==> src/rtl/uart_tx_pkg.sv <==
// Shared types and sizing helpers for the UART transmit stage.
package uart_tx_pkg;

   typedef enum logic [2:0] {
      S_IDLE   = 3'd0,
      S_READ   = 3'd1,
      S_LATCH  = 3'd2,
      S_START  = 3'd3,
      S_DATA   = 3'd4,
      S_PARITY = 3'd5,
      S_STOP   = 3'd6
   } tx_state_t;

   localparam int unsigned DATA_BITS = 8;
   localparam int unsigned BIT_IDX_W = $clog2(DATA_BITS);

   // Baud counter width; never below one bit.
   function automatic int unsigned cnt_width(input int unsigned clks);
      return ($clog2(clks) < 1) ? 1 : $clog2(clks);
   endfunction

endpackage

==> src/rtl/uart_tx_stage_baud_counter.sv <==
// Bit-period timer: counts 0..CLKS_PER_BIT-1 and flags the last count of each bit.
module tx_baud_counter
   import uart_tx_pkg::*;
#(
   parameter int unsigned CLKS_PER_BIT = 434
) (
   input  logic Mclk,
   input  logic Reset,
   input  logic clear,
   output logic tick
);

   localparam int unsigned CNT_W = cnt_width(CLKS_PER_BIT);
   localparam logic [CNT_W-1:0] LAST_CNT = CNT_W'(CLKS_PER_BIT - 1);
   localparam logic [CNT_W-1:0] PRE_LAST = CNT_W'(CLKS_PER_BIT - 2);

   logic [CNT_W-1:0] count;

   // tick is registered one count early so it is high exactly while count == LAST_CNT
   always_ff @(posedge Mclk or posedge Reset) begin
      if (Reset) begin
         count <= '0;
         tick  <= 1'b0;
      end else if (clear) begin
         count <= '0;
         tick  <= 1'b0;
      end else begin
         count <= (count == LAST_CNT) ? '0 : count + CNT_W'(1);
         tick  <= (count == PRE_LAST);
      end
   end

endmodule

==> src/rtl/uart_tx_stage.sv <==
// UART serialiser: pops one byte from the TX FIFO and sends start, 8 data bits
// LSB first, optional parity and 1 or 2 stop bits.
module uart_tx_stage
   import uart_tx_pkg::*;
#(
   parameter int unsigned CLKS_PER_BIT = 434,
   parameter int unsigned PARITY_EN    = 0,
   parameter int unsigned PARITY_ODD   = 0,
   parameter int unsigned STOP_BITS    = 1
) (
   input  logic       Mclk,
   input  logic       Reset,
   input  logic       tx_en,
   input  logic       fifo_empty,
   input  logic [7:0] fifo_q,
   output logic       fifo_rdreq,
   output logic       Tx,
   output logic       busy,
   output logic       frame_done
);

   localparam logic [BIT_IDX_W-1:0] LAST_BIT  = BIT_IDX_W'(DATA_BITS - 1);
   localparam logic                 LAST_STOP = 1'(STOP_BITS - 1);
   localparam logic                 ODD_BIT   = 1'(PARITY_ODD);

   tx_state_t             state;
   logic [DATA_BITS-1:0]  shift_q;
   logic                  parity_q;
   logic [BIT_IDX_W-1:0]  bit_idx;
   logic                  stop_idx;
   logic                  tick;
   logic                  baud_clr_c;

   // Timer is held at zero until the start bit, then wraps at each bit boundary.
   assign baud_clr_c = (state == S_IDLE) || (state == S_READ) || (state == S_LATCH);

   tx_baud_counter #(
      .CLKS_PER_BIT (CLKS_PER_BIT)
   ) u_baud (
      .Mclk  (Mclk),
      .Reset (Reset),
      .clear (baud_clr_c),
      .tick  (tick)
   );

   always_ff @(posedge Mclk or posedge Reset) begin
      if (Reset) begin
         state      <= S_IDLE;
         shift_q    <= '0;
         parity_q   <= 1'b0;
         bit_idx    <= '0;
         stop_idx   <= 1'b0;
         Tx         <= 1'b1;
         fifo_rdreq <= 1'b0;
         busy       <= 1'b0;
         frame_done <= 1'b0;
      end else begin
         frame_done <= 1'b0;
         case (state)
            S_IDLE: begin
               Tx <= 1'b1;
               if (tx_en && !fifo_empty) begin
                  fifo_rdreq <= 1'b1;
                  busy       <= 1'b1;
                  state      <= S_READ;
               end
            end
            S_READ: begin
               fifo_rdreq <= 1'b0;
               state      <= S_LATCH;
            end
            S_LATCH: begin
               shift_q  <= fifo_q;
               parity_q <= (^fifo_q) ^ ODD_BIT;
               Tx       <= 1'b0;
               state    <= S_START;
            end
            S_START: begin
               if (tick) begin
                  Tx      <= shift_q[0];
                  bit_idx <= '0;
                  state   <= S_DATA;
               end
            end
            S_DATA: begin
               if (tick) begin
                  if (bit_idx == LAST_BIT) begin
                     if (PARITY_EN != 0) begin
                        Tx    <= parity_q;
                        state <= S_PARITY;
                     end else begin
                        Tx       <= 1'b1;
                        stop_idx <= 1'b0;
                        state    <= S_STOP;
                     end
                  end else begin
                     shift_q <= shift_q >> 1;
                     Tx      <= shift_q[1];
                     bit_idx <= bit_idx + BIT_IDX_W'(1);
                  end
               end
            end
            S_PARITY: begin
               if (tick) begin
                  Tx       <= 1'b1;
                  stop_idx <= 1'b0;
                  state    <= S_STOP;
               end
            end
            S_STOP: begin
               if (tick) begin
                  if (stop_idx == LAST_STOP) begin
                     frame_done <= 1'b1;
                     busy       <= 1'b0;
                     state      <= S_IDLE;
                  end else begin
                     stop_idx <= 1'b1;
                  end
               end
            end
            default: begin
               Tx         <= 1'b1;
               fifo_rdreq <= 1'b0;
               busy       <= 1'b0;
               state      <= S_IDLE;
            end
         endcase
      end
   end

endmodule

==> config.mk <==
export PLATFORM = sky130hd
export DESIGN_NAME = uart_tx_stage
export DESIGN_NICKNAME = d
export VERILOG_FILES = /design/src/rtl/uart_tx_pkg.sv /design/src/rtl/uart_tx_stage_baud_counter.sv /design/src/rtl/uart_tx_stage.sv
export SDC_FILE = /design/constraint.sdc
export NUM_CORES = 1
export LEC_CHECK = 0
export BUFFER_PORTS_ARGS = -buffer_cell sky130_fd_sc_hd__buf_4
export CAP_MARGIN = 40
export CORE_MARGIN = 10
export CORE_UTILIZATION = 40
export DETAILED_ROUTE_END_ITERATION = 10
export SLEW_MARGIN = 5
export SYNTH_ARGS = -nofsm -noshare
export SYNTH_HDL_FRONTEND = slang
export SYNTH_SLANG_ARGS = --single-unit
==> constraint.sdc <==
create_clock -name Mclk -period 2.3 [get_ports Mclk]
set_input_delay 0.345 -clock Mclk [delete_from_list [all_inputs] [get_ports Mclk]]
set_output_delay 0.345 -clock Mclk [all_outputs]
set_load 0.01 [all_outputs]
# Word-level counts from Yosys, hierarchy flattened

Index checks and enable logic that the tools add are counted.

Bits in registers: 29
Word-level logic and storage cells: 87

$add $sub $neg: 2
Bitwise operators: 3
Mux-type cells: 37
Reduce and logical (&&, ||, !) cells: 18
Equality and inequality tests: 17

Operator list:

| cell                                                                     | count |
|---|---|
| 3-bit two-way mux                                                        | 10 |
| 3-bit one-hot mux with 7 select lines                                    | 1 |
| 9-bit equality test (second input constant)                              | 2 |
| 9-bit two-way mux                                                        | 2 |
| 1-bit two-way mux                                                        | 16 |
| 8-bit two-way mux                                                        | 2 |
| 8-bit one-hot mux with 2 select lines                                    | 1 |
| 3-bit equality test (second input constant)                              | 4 |
| 4-bit AND reduction                                                      | 3 |
| 2-bit by 1-bit inequality test with 1-bit output (second input constant) | 5 |
| 5-bit OR reduction                                                       | 2 |
| 9-bit by 1-bit adder with 9-bit output (second input constant)           | 1 |
| 7-bit AND reduction                                                      | 1 |
| 3-bit by 2-bit equality test with 1-bit output (second input constant)   | 2 |
| 2-bit inequality test (second input constant)                            | 3 |
| 1-bit one-hot mux with 3 select lines                                    | 2 |
| 3-bit one-hot mux with 2 select lines                                    | 1 |
| 1-bit one-hot mux with 5 select lines                                    | 1 |
| 5-bit AND reduction                                                      | 1 |
| 2-bit nonzero test                                                       | 2 |
| 3-bit by 1-bit adder with 3-bit output (second input constant)           | 1 |
| 3-bit by 1-bit equality test with 1-bit output (second input constant)   | 1 |
| 3-bit zero test                                                          | 1 |
| 1-bit NOT                                                                | 3 |
| 8 further kinds                                                          | 9 |

# Longest topological paths before layout

Gate-level depths: netlist of the first run.

Word-level depth: 4
Mapped depth: 5

# Hierarchy

From an unflattened synthesis of the first run, not the netlist that was laid out.

Cells, all modules: 161
Area total of the unflattened synthesis: 1,587.8 sq um

Modules (own cells, without submodules):

| module          | instances | area an instance (sq um) | sequential area each (sq um) | cells an instance |
|---|---|---|---|---|
| uart_tx_stage   | 1         | 1,084.8                  | 451.7                        | 111 |
| tx_baud_counter | 1         | 503.0                    | 250.2                        | 50 |

# Worst setup path before layout of the first run

OpenSTA, ideal clock, no wires.

Path type: register to register
Start point: reg bit_idx[0]
End point: reg shift_q[0]
Clock period less this slack: 1.775 ns
Arrival time: 1.650 ns
Library setup time: 0.125 ns
Cell stages (with the launch flop): 6
Data required time: 2.175 ns
Slack: 0.525 ns
Cells stage by stage: dfrtp_1 ha_1 ha_1 nand4bb_1 a21oi_2 mux2_2

Cells in the longest elaborated chain, start to end: 3

Ends and longest elaborated chain:

| what                            | RTL line            | RTL |
|---|---|---|
| start, declared                 | uart_tx_stage.sv:29 | `logic [BIT_IDX_W-1:0] bit_idx;` |
| start signal, assigned          | uart_tx_stage.sv:99 | `bit_idx <= bit_idx + BIT_IDX_W'(1);` |
| 3-bit equality test             | uart_tx_stage.sv:87 | `if (bit_idx == LAST_BIT) begin` |
| 2-bit inequality test (no line) | -                   |  |
| 3-bit AND reduction (no line)   | -                   |  |
| end signal, assigned            | uart_tx_stage.sv:73 | `shift_q <= fifo_q;` |
| end signal, assigned            | uart_tx_stage.sv:97 | `shift_q <= shift_q >> 1;` |
| end, declared                   | uart_tx_stage.sv:27 | `logic [DATA_BITS-1:0] shift_q;` |

Every way passes these cells.
A chain may end at the register's enable or synchronous reset.

# Final worst setup path of the first run

Start point: reg bit_idx[0]
End point: reg shift_q[7]

Same word-level chain as after synthesis.

==> metrics.md, run 1 <==
| Metric | Value |
|---|---|
| Sw Share | `0.204` |
| Commonest non-fill, non-tap cell in the layout | `dfrtp_1` |
| Rows | `21` |
| First drt pass iteration count | `4` |
| Post-synth ARST share | `1.00` |
| Gr usage total | `0.0948` |
| Worst r2r path cells | `5` |
| Part of the power in registers | `0.618` |
| Share of cells above drive strength 1 | `0.281` |
| Int Pwr | `0.649 mW` |
| H-Tree Depth | `1` |
| Die span in x | `80.6 um` |
| WS Path Type | `flop to flop` |
| Critical path fanouts, max | `8` |
| Min Tclk post-route | `1.98 ns` |
| Sequential cell area | `roughly 700 um2` |
| Die Height | `roughly 81 um` |
| Routed len/inst | `13.9 um` |
| Setup TNS | `0 ns` |
| Combinational Power Share | `0.051` |
| Count of different cell masters after synthesis | `40` |
| Final Non-Filler Cells | `199` |
| Worst setup SP type | `flop` |
| CP max stage cell | `a21oi_2` |
| Clk buf depth | `2` |
| Clk network pwr share | `0.331` |
| Crit end category | `flop` |
| Clock Latency Late Sink | `between 0.2 and 0.3 ns` |
| RR Startpoint | `bit_idx[0]$_DFFE_PP0P_` |
| I/O pins | `16` |
| Post-Syn Area | `1470 um2` |
| Final hold vios | `0` |
| Tcrit/Tclk final | `0.862` |
| Top cell type's share of synthesized area | `0.460` |
| Max Cap Viol | `0` |
| LEAKAGE | `between 0.7 and 0.8 nW` |
| CP Cell Sequence | `ha_1 -> ha_1 -> nand4bb_1 -> a21oi_2 -> mux2_2` |
| EDFF count, synth | `0` |
| CTS resizes | `0` |
| Fin util | `0.487` |
| Fmax achieved | `around 500 MHz` |
| RSZ-0062 raised after global routing | `no` |
| Hold buffers post-CTS | `0` |
| Clock Sink Count | `28` |
| Routability congestion estimate | `0.746` |
| Top cells by area, synth | `dfrtp_1, mux2_2, ha_1` |
| Crit path DAT | `2.14 ns` |
| Total die area | `6500 um2` |
| Port bufs | `15` |
| Root Buffer | `clkbuf_8` |
| Mapped Avg Cell Area | `10.6 um2` |
| Ys Warns | `0` |
| Max incr delay on CP | `around 0.43 ns` |
| Main synth FF type | `dfrtp_1` |
| CTS clk-pin slew, worst paths | `0.09 ns` |
| Worst hold path type | `input port to async pin` |
| Most area-hungry cell type in the Yosys netlist | `dfrtp_1` |
| Remaining DRCs | `0` |
| Status | `completed` |
| Final Max Tran Viols | `0` |
| Post-CTS setup buffer count | `0` |
| Worst Path Required | `2.46 ns` |
| Most frequent cells in the layout | `dfrtp_1, buf_4, mux2_2` |
| Overflow after GRT | `0` |
| FF-to-FF End | `shift_q[7]$_DFFE_PP0P_` |
| Top delay family on crit path | `compound AO/OA/AOI/OAI gates` |
| Post-synth net total | `155` |
| Effective utilization at floorplan | `0.427` |
| Via count | `1047` |
| First-pass GRT wire length | `5090 um` |
| DRT Wirelength | `2770 um` |
| Maximum VDD drop | `about 0.19 mV` |
| Least-Margin Pin Slew | `~0.56 ns` |
| Slew HR | `0.625` |
| Syn Inst Count | `138` |
| Fin Hold WS | `0.127 ns` |
| Initial antenna violation count | `0` |
| Setup Viol. Count Final | `0` |
| Yosys reg bits | `28` |
| CTS tree | `built` |
| Filler Cells Inserted | `between 300 and 400` |
| Initial drt markers | `51` |
| Area Growth Syn to Fin | `14.1%` |
| TritonCTS Buffers | `3` |
| Placeable Area | `3440 um2` |
| Sw Pwr | `~0.17 mW` |
| DP HPWL | `2030 um` |
| Fin nets | `around 170` |
| ANT cells | `0` |
| Power per cell area | `487 nW/um2` |
| Clock Skew | `0.00128 ns` |
| WP buf/inv | `0` |
| Register area share after synthesis | `0.478` |
| DP Cell Count | `195` |
| Most common cell type on the critical path | `ha_1` |
| Vias per cell | `~5.3` |
| ANT nets after route | `0` |
| Setup slack, reg-to-reg | `0.32 ns` |
| Vias in the first global route | `1118` |
| Multi-input combinational cell area | `709 um2` |
| Largest net degree at the start of global routing | `29` |
## cells by family (layout without fill, tap and decap cells)
group | after synthesis | count (layout) | synth area share
AOI/OAI and AO/OA | 26 | 26 | 0.104
muxes | 18 | 18 | 0.136
buffers and inverters | 14 | 29 | 0.0392
DFF | 28 | 28 | 0.478
adders and majority gates | 5 | 5 | 0.0426
xor gates and xnor gates | 3 | 3 | 0.0179
and+or+nand+nor | 44 | 44 | 0.182
## power groups by stage
stage / clock, mW / sequential (mW) / combinational [mW]
floorplan: 0 / 0.513 / 0.0209
finish: 0.270 / 0.504 / 0.0414
CTS: 0.287 / 0.504 / 0.0431
global route: 0.303 / 0.505 / 0.0465
detailed placement: 0 / 0.514 / 0.0430
global placement: 0 / 0.513 / 0.0418
## flip-flops by register name (all words and copies together), names as in the netlist
signal        flops
u_baud.count      9
shift_q           8
bit_idx           3
state             3
Tx                1
busy              1
fifo_rdreq        1
frame_done        1
u_baud.tick       1
## worst max path at each step
stage	from	slack, ns	to	depth (start not counted)
after floorplan	bit_idx[0]$_DFFE_PP0P_	0.53	shift_q[0]$_DFFE_PP0P_	5
after global placement	bit_idx[0]$_DFFE_PP0P_	0.39	shift_q[3]$_DFFE_PP0P_	5
after detailed placement	bit_idx[0]$_DFFE_PP0P_	0.32	shift_q[7]$_DFFE_PP0P_	5
after CTS	bit_idx[0]$_DFFE_PP0P_	0.31	shift_q[7]$_DFFE_PP0P_	5
after global routing	bit_idx[0]$_DFFE_PP0P_	0.23	shift_q[2]$_DFFE_PP0P_	5
final	bit_idx[0]$_DFFE_PP0P_	0.32	shift_q[7]$_DFFE_PP0P_	5
## metrics by stage
step | total power, mW | setup WS (ns) | cell area [um2]
2_1_floorplan | 0.534 | 0.525 | 1470
3_3_place_gp | 0.555 | 0.393 | 1630
3_5_place_dp | 0.557 | 0.320 | 1630
4_1_cts | 0.834 | 0.307 | 1680
5_1_grt | 0.855 | 0.228 | 1680
6_report | 0.815 | 0.317 | 1680
## synthesized netlist by cell type (2+ instances only)
cell,instances
a21oi_1,10
buf_2,4
clkbuf_1,2
dfrtp_1,27
ha_1,5
inv_1,7
mux2_2,16
mux2i_1,2
nand2_1,9
nand2b_1,3
nand3_1,3
nand4_1,2
nor2_1,7
nor2b_1,2
nor4b_1,3
o21ai_0,8
or3_1,4
xor2_1,2
## per-layer routing
layer,wire [um],global-route usage,vias up
met5,0,0,-
met3,72,0.0200,2
met1,1210,0.110,520
li1,-,-,519
met4,12,0.0264,0
met2,1470,0.170,6
## tightest hold or removal path: stages
cell	delay [ns]
buf_4	0.10
inv_1	0.04
buf_4	0.32
## layout make-up
type | count | area share
clock buffers | 4 | 0.0269
inverters | 7 | 0.0157
multi-input cells | 96 | 0.423
flip-flops and latches | 28 | 0.419
well taps | 46 | 0.0344
repair buffers | 18 | 0.0807
Power figures use the tool's default switching activity.
==> run 2: changes to the inputs <==
--- a/config.mk
+++ b/config.mk
@@ -10,6 +10,7 @@
 export CORE_MARGIN = 10
 export CORE_UTILIZATION = 40
 export DETAILED_ROUTE_END_ITERATION = 10
+export RECOVER_POWER = 100
 export SLEW_MARGIN = 5
 export SYNTH_ARGS = -nofsm -noshare
 export SYNTH_HDL_FRONTEND = slang
==> metrics.md, run 2 (synthesis results as in run 1) <==
| Metric | Value |
|---|---|
| Most frequent cells in the layout | `dfrtp_1, mux2_2, buf_4` |
| Filler Cells Inserted | `345` |
| Final Max Tran Viols | `0` |
| CTS clk-pin slew, worst paths | `0.09 ns` |
| Clock Sink Count | `28` |
| HP Start | `fifo_empty` |
| Setup slack, reg-to-reg | `0.32 ns` |
| DRT Wirelength | `2770 um` |
| WS Path Type | `flop to flop` |
| ANT nets after route | `0` |
| Total die area | `6500 um2` |
| DP Cell Count | `195` |
| Share of cells above drive strength 1 | `0.235` |
| WP buf/inv | `0` |
| Remaining DRCs | `0` |
| Initial drt markers | `52` |
| Port bufs | `15` |
| Hold Path End | `busy$_DFFE_PP0P_` |
| CP Cell Sequence | `ha_1 -> ha_1 -> nand4bb_1 -> a21oi_2 -> mux2_2` |
| First drt pass iteration count | `4` |
| Worst setup SP type | `flop` |
| H-Tree Depth | `1` |
| Worst Path Required | `2.46 ns` |
| Final hold vios | `0` |
| Max incr delay on CP | `around 0.43 ns` |
| I/O pins | `16` |
| ANT cells | `0` |
| Setup TNS | `0 ns` |
| Vias per cell | `between 5 and 6` |
| Final WS setup | `0.318 ns` |
| Overflow after GRT | `0` |
| RR Startpoint | `bit_idx[0]$_DFFE_PP0P_` |
| Effective utilization at floorplan | `0.427` |
| Setup Viol. Count Final | `0` |
| Slew HR | `0.00561` |
| Clock Latency Late Sink | `0.27 ns` |
| Routability congestion estimate | `between 0.7 and 0.8` |
| Initial antenna violation count | `0` |
| Hold Crit Depth | `4` |
| Fin util | `0.481` |
| Min Tclk post-route | `1.98 ns` |
| CTS tree | `built` |
| RSZ-0062 raised after global routing | `no` |
| Final Non-Filler Cells | `199` |
| Rows | `21` |
| Regs by FF count | `u_baud.count (9), shift_q (8)` |
| TritonCTS Buffers | `3` |
| Tcrit/Tclk final | `0.862` |
| Max Cap Viol | `0` |
| Crit path DAT | `2.14 ns` |
| Maximum VDD drop | `0.187 mV` |
| Critical path fanouts, max | `8` |
| Clk buf depth | `2` |
| Clock Skew | `0.00123 ns` |
| LEAKAGE | `approximately 0.77 nW` |
| Power per cell area | `491 nW/um2` |
| First-pass GRT wire length | `5090 um` |
| CTS resizes | `0` |
| Worst r2r path cells | `5` |
| Largest Register | `u_baud.count` |
| Fin nets | `between 150 and 200` |
| Most common cell type on the critical path | `ha_1` |
| Post-CTS setup buffer count | `0` |
| Crit end category | `flop` |
| Root Buffer | `clkbuf_8` |
| Pre-CTS setup slack | `0.320 ns` |
| DP HPWL | `between 2000 and 2500 um` |
| Die span in x | `80.6 um` |
| Vias in the first global route | `about 1100` |
| Max reg flops | `9` |
| Final Power | `0.814 mW` |
| Die Height | `80.6 um` |
| Placeable Area | `3440 um2` |
| Worst hold path type | `input port to flop` |
| Least-Margin Pin Slew | `around 1.5 ns` |
| Via count | `1052` |
| Commonest non-fill, non-tap cell in the layout | `dfrtp_1` |
| Fmax achieved | `505 MHz` |
| Gr usage total | `0.0948` |
| FF-to-FF End | `shift_q[7]$_DFFE_PP0P_` |
| Area Growth Syn to Fin | `12.8%` |
| Routed len/inst | `approximately 14 um` |
| Status | `completed` |
| Top delay family on crit path | `compound AO/OA/AOI/OAI gates` |
| Hold buffers post-CTS | `0` |
| Largest net degree at the start of global routing | `29` |
| CP max stage cell | `a21oi_2` |
run 2: changes by cell type in the layout (fill, tap and decap cells not counted):
| cell | previous run | this run |
|---|---|---|
| dfstp_1 | 0 | 1 |
| clkbuf_1 | 1 | 6 |
| buf_4 | 18 | 12 |
| o21ai_0 | 8 | 9 |
| a31o_2 | 1 | 0 |
| dfstp_2 | 1 | 0 |
| a31o_1 | 0 | 1 |
| o21ai_1 | 1 | 0 |
| clkbuf_4 | 0 | 1 |
run 2: where the power goes:
group	switching [mW]	internal (mW)	leakage, nW
clock network	0.146	0.124	0.0228
registers	0.00400	0.500	0.334
logic	0.0164	0.0234	0.408
total	0.166	0.647	0.765
run 2: how the worst max path moves through the flow:
| stage | start | to | slack, ns | depth (start not counted) |
|---|---|---|---|---|
| CTS | bit_idx[0]$_DFFE_PP0P_ | shift_q[7]$_DFFE_PP0P_ | 0.31 | 5 |
| floorplan | bit_idx[0]$_DFFE_PP0P_ | shift_q[0]$_DFFE_PP0P_ | 0.53 | 5 |
| detailed placement | bit_idx[0]$_DFFE_PP0P_ | shift_q[7]$_DFFE_PP0P_ | 0.32 | 5 |
| global placement | bit_idx[0]$_DFFE_PP0P_ | shift_q[3]$_DFFE_PP0P_ | 0.39 | 5 |
| global route | bit_idx[0]$_DFFE_PP0P_ | shift_q[2]$_DFFE_PP0P_ | 0.23 | 5 |
| finish | bit_idx[0]$_DFFE_PP0P_ | shift_q[7]$_DFFE_PP0P_ | 0.32 | 5 |
run 2: worst reg2reg max path, delay by kind of cell (launching register included):
kind | cells | cell delay, ns
adders and majority gates | 2 | 0.42
AOI/OAI and AO/OA | 1 | 0.43
DFF | 1 | 0.41
muxes | 1 | 0.40
and+or+nand+nor | 1 | 0.22
run 2: stage by stage:
| stage | instance area, um2 | hold WS, ns |
|---|---|---|
| after global placement | 1630 | 0.439 |
| after global routing | 1660 | 0.419 |
| after CTS | 1680 | 0.140 |
| after detailed placement | 1630 | 0.445 |
| after floorplan | 1470 | 0.410 |
| final | 1660 | 0.381 |
run 2: routing by layer:
layer | GRT usage | vias to the layer above | part of all wire
li1 | - | 521 | -
met1 | 0.110 | 523 | 0.45
met2 | 0.170 | 6 | 0.53
met3 | 0.0200 | 2 | 0.022
met4 | 0.0264 | 0 | 0.0043
met5 | 0 | - | 0
run 2: area by class of cell:
cell class              instances  area [um2]  area share
repair buffers                 18         116      0.0702
flip-flops and latches         28         702       0.424
clock buffers                   4        45.0      0.0272
multi-input cells              96         709       0.428
well taps                      46        57.6      0.0347
inverters                       7        26.3      0.0159
==> run 3: changes to the inputs <==
--- a/config.mk
+++ b/config.mk
@@ -11,6 +11,7 @@
 export CORE_UTILIZATION = 40
 export DETAILED_ROUTE_END_ITERATION = 10
 export RECOVER_POWER = 100
+export SETUP_SLACK_MARGIN = 0.5
 export SLEW_MARGIN = 5
 export SYNTH_ARGS = -nofsm -noshare
 export SYNTH_HDL_FRONTEND = slang
==> metrics.md, run 3 (synthesis results as in run 1) <==
| Metric | Value |
|---|---|
| Setup TNS | `0 ns` |
| Worst hold path type | `input port to flop` |
| Min Tclk post-route | `roughly 1.9 ns` |
| CTS clk-pin slew, worst paths | `about 0.090 ns` |
| Final Max Tran Viols | `0` |
| Sw Pwr | `0.169 mW` |
| DRT Wirelength | `2840 um` |
| Combinational Power Share | `0.050` |
| Most frequent cells in the layout | `dfrtp_1, mux2_2, buf_4` |
| Status | `completed` |
| Critical path fanouts, max | `17` |
| WS Path Type | `flop to flop` |
| Effective utilization at floorplan | `0.427` |
| Clock Sink Count | `28` |
| Most common cell type on the critical path | `mux2_2` |
| Fin Hold WS | `between 0.3 and 0.4 ns` |
| Overflow after GRT | `0` |
| Port bufs | `15` |
| Sw Share | `0.206` |
| Final hold vios | `0` |
| Pre-CTS setup slack | `0.320 ns` |
| ANT nets after route | `0` |
| Slew HR | `0.0106` |
| Fin nets | `roughly 180` |
| Clk network pwr share | `0.333` |
| Worst setup SP type | `flop` |
| H-Tree Depth | `1` |
| Share of cells above drive strength 1 | `0.261` |
| Crit end category | `flop` |
| CP max stage cell | `dfrtp_1` |
| Vias per cell | `5.28` |
| Largest Register | `u_baud.count` |
| Total die area | `6500 um2` |
| Worst Path Required | `2.46 ns` |
| Initial drt markers | `46` |
| Commonest non-fill, non-tap cell in the layout | `dfrtp_1` |
| Max reg flops | `9` |
| Routability congestion estimate | `about 0.75` |
| Largest net degree at the start of global routing | `29` |
| TritonCTS Buffers | `3` |
| Part of the power in registers | `0.617` |
| I/O pins | `16` |
| Die span in x | `80.6 um` |
| Routed len/inst | `approximately 14 um` |
| First drt pass iteration count | `4` |
| Maximum VDD drop | `0.188 mV` |
| Int Pwr | `0.648 mW` |
| Placeable Area | `3440 um2` |
| ANT cells | `0` |
| Max Cap Viol | `0` |
| Clock Latency Late Sink | `between 0.2 and 0.3 ns` |
| DP Cell Count | `195` |
| Regs by FF count | `u_baud.count (9), shift_q (8)` |
| Vias in the first global route | `1145` |
| Clock Skew | `about 0.0022 ns` |
| Max incr delay on CP | `0.57 ns` |
| Crit path DAT | `2.03 ns` |
| Least-Margin Pin Slew | `1.48 ns` |
| Fmax achieved | `536 MHz` |
| Gr usage total | `0.0973` |
| Hold buffers post-CTS | `0` |
| Via count | `1071` |
| Hold Crit Depth | `4` |
| Clk buf depth | `2` |
| Tcrit/Tclk final | `0.811` |
| CP Cell Sequence | `nor3b_1 -> buf_12 -> mux2_2 -> mux2_2` |
| First-pass GRT wire length | `5210 um` |
| Rows | `21` |
| Die Height | `roughly 81 um` |
| Worst r2r path cells | `4` |
| Area Growth Syn to Fin | `18.1%` |
| Root Buffer | `clkbuf_8` |
| CTS tree | `built` |
| LEAKAGE | `0.773 nW` |
| RSZ-0062 raised after global routing | `no` |
| DP HPWL | `2030 um` |
| Power per cell area | `471 nW/um2` |
| Setup Viol. Count Final | `0` |
| Remaining DRCs | `0` |
| Final Non-Filler Cells | `203` |
| Final WS setup | `between 0.4 and 0.5 ns` |
| Initial antenna violation count | `0` |
-- run 3: timing repair --
action                                 CTS  global route
endpoints found under the hold margin    0             0
pin swaps                                2             3
gates cloned                             0             0
gates resized for setup                  3             5
setup endpoints to repair                9             9
buffers inserted                         2             2
-- run 3: layout make-up --
class,count,area [um2]
tap,46,57.6
clock buffer,4,45.0
timing repair buffer,22,171
multi-input combinational,96,733
fill,334,1710
inverter,7,26.3
sequential,28,702
-- run 3: path summary, 6_finish.rpt --
path | slack [ns] | start | to
min in group asynchronous | 0.57 | Reset | shift_q[4]$_DFFE_PP0P_
max in group asynchronous | 0.86 | Reset | state[2]$_DFFE_PP0P_
max reg2reg | 0.43 | state[1]$_DFFE_PP0P_ | shift_q[3]$_DFFE_PP0P_
min reg2reg | 0.51 | shift_q[3]$_DFFE_PP0P_ | shift_q[3]$_DFFE_PP0P_
min | 0.38 | fifo_empty | busy$_DFFE_PP0P_
max | 0.43 | state[1]$_DFFE_PP0P_ | shift_q[3]$_DFFE_PP0P_
-- run 3: routing by layer --
metal | GRT usage | wire length [um] | share of wire | vias up
met5 | 0 | 0 | 0 | -
met4 | 0.0264 | 12 | 0.0042 | 0
met3 | 0.0200 | 69 | 0.024 | 2
met2 | 0.175 | 1500 | 0.53 | 10
met1 | 0.113 | 1260 | 0.44 | 530
li1 | - | - | - | 529
-- run 3: stage by stage --
step	instance area (um2)	utilization	power (mW)
global placement	1630	0.474	0.555
floorplan	1470	-	0.534
CTS	1730	0.502	0.834
finish	1740	0.504	0.817
detailed placement	1630	0.474	0.557
global route	1740	0.504	0.855
-- run 3: critical path: cells and delay by family, from the launching register on --
| family | cells | cell delay (ns) |
|---|---|---|
| simple gates | 1 | 0.42 |
| buf+inv | 1 | 0.18 |
| mux | 2 | 0.59 |
| flops | 1 | 0.57 |
-- run 3: power by group through the flow --
stage | Clock [mW] | Combinational [mW] | Sequential (mW)
2_1_floorplan | 0 | 0.0209 | 0.513
3_3_place_gp | 0 | 0.0418 | 0.513
3_5_place_dp | 0 | 0.0430 | 0.514
4_1_cts | 0.287 | 0.0431 | 0.504
5_1_grt | 0.303 | 0.0463 | 0.505
6_report | 0.272 | 0.0411 | 0.504
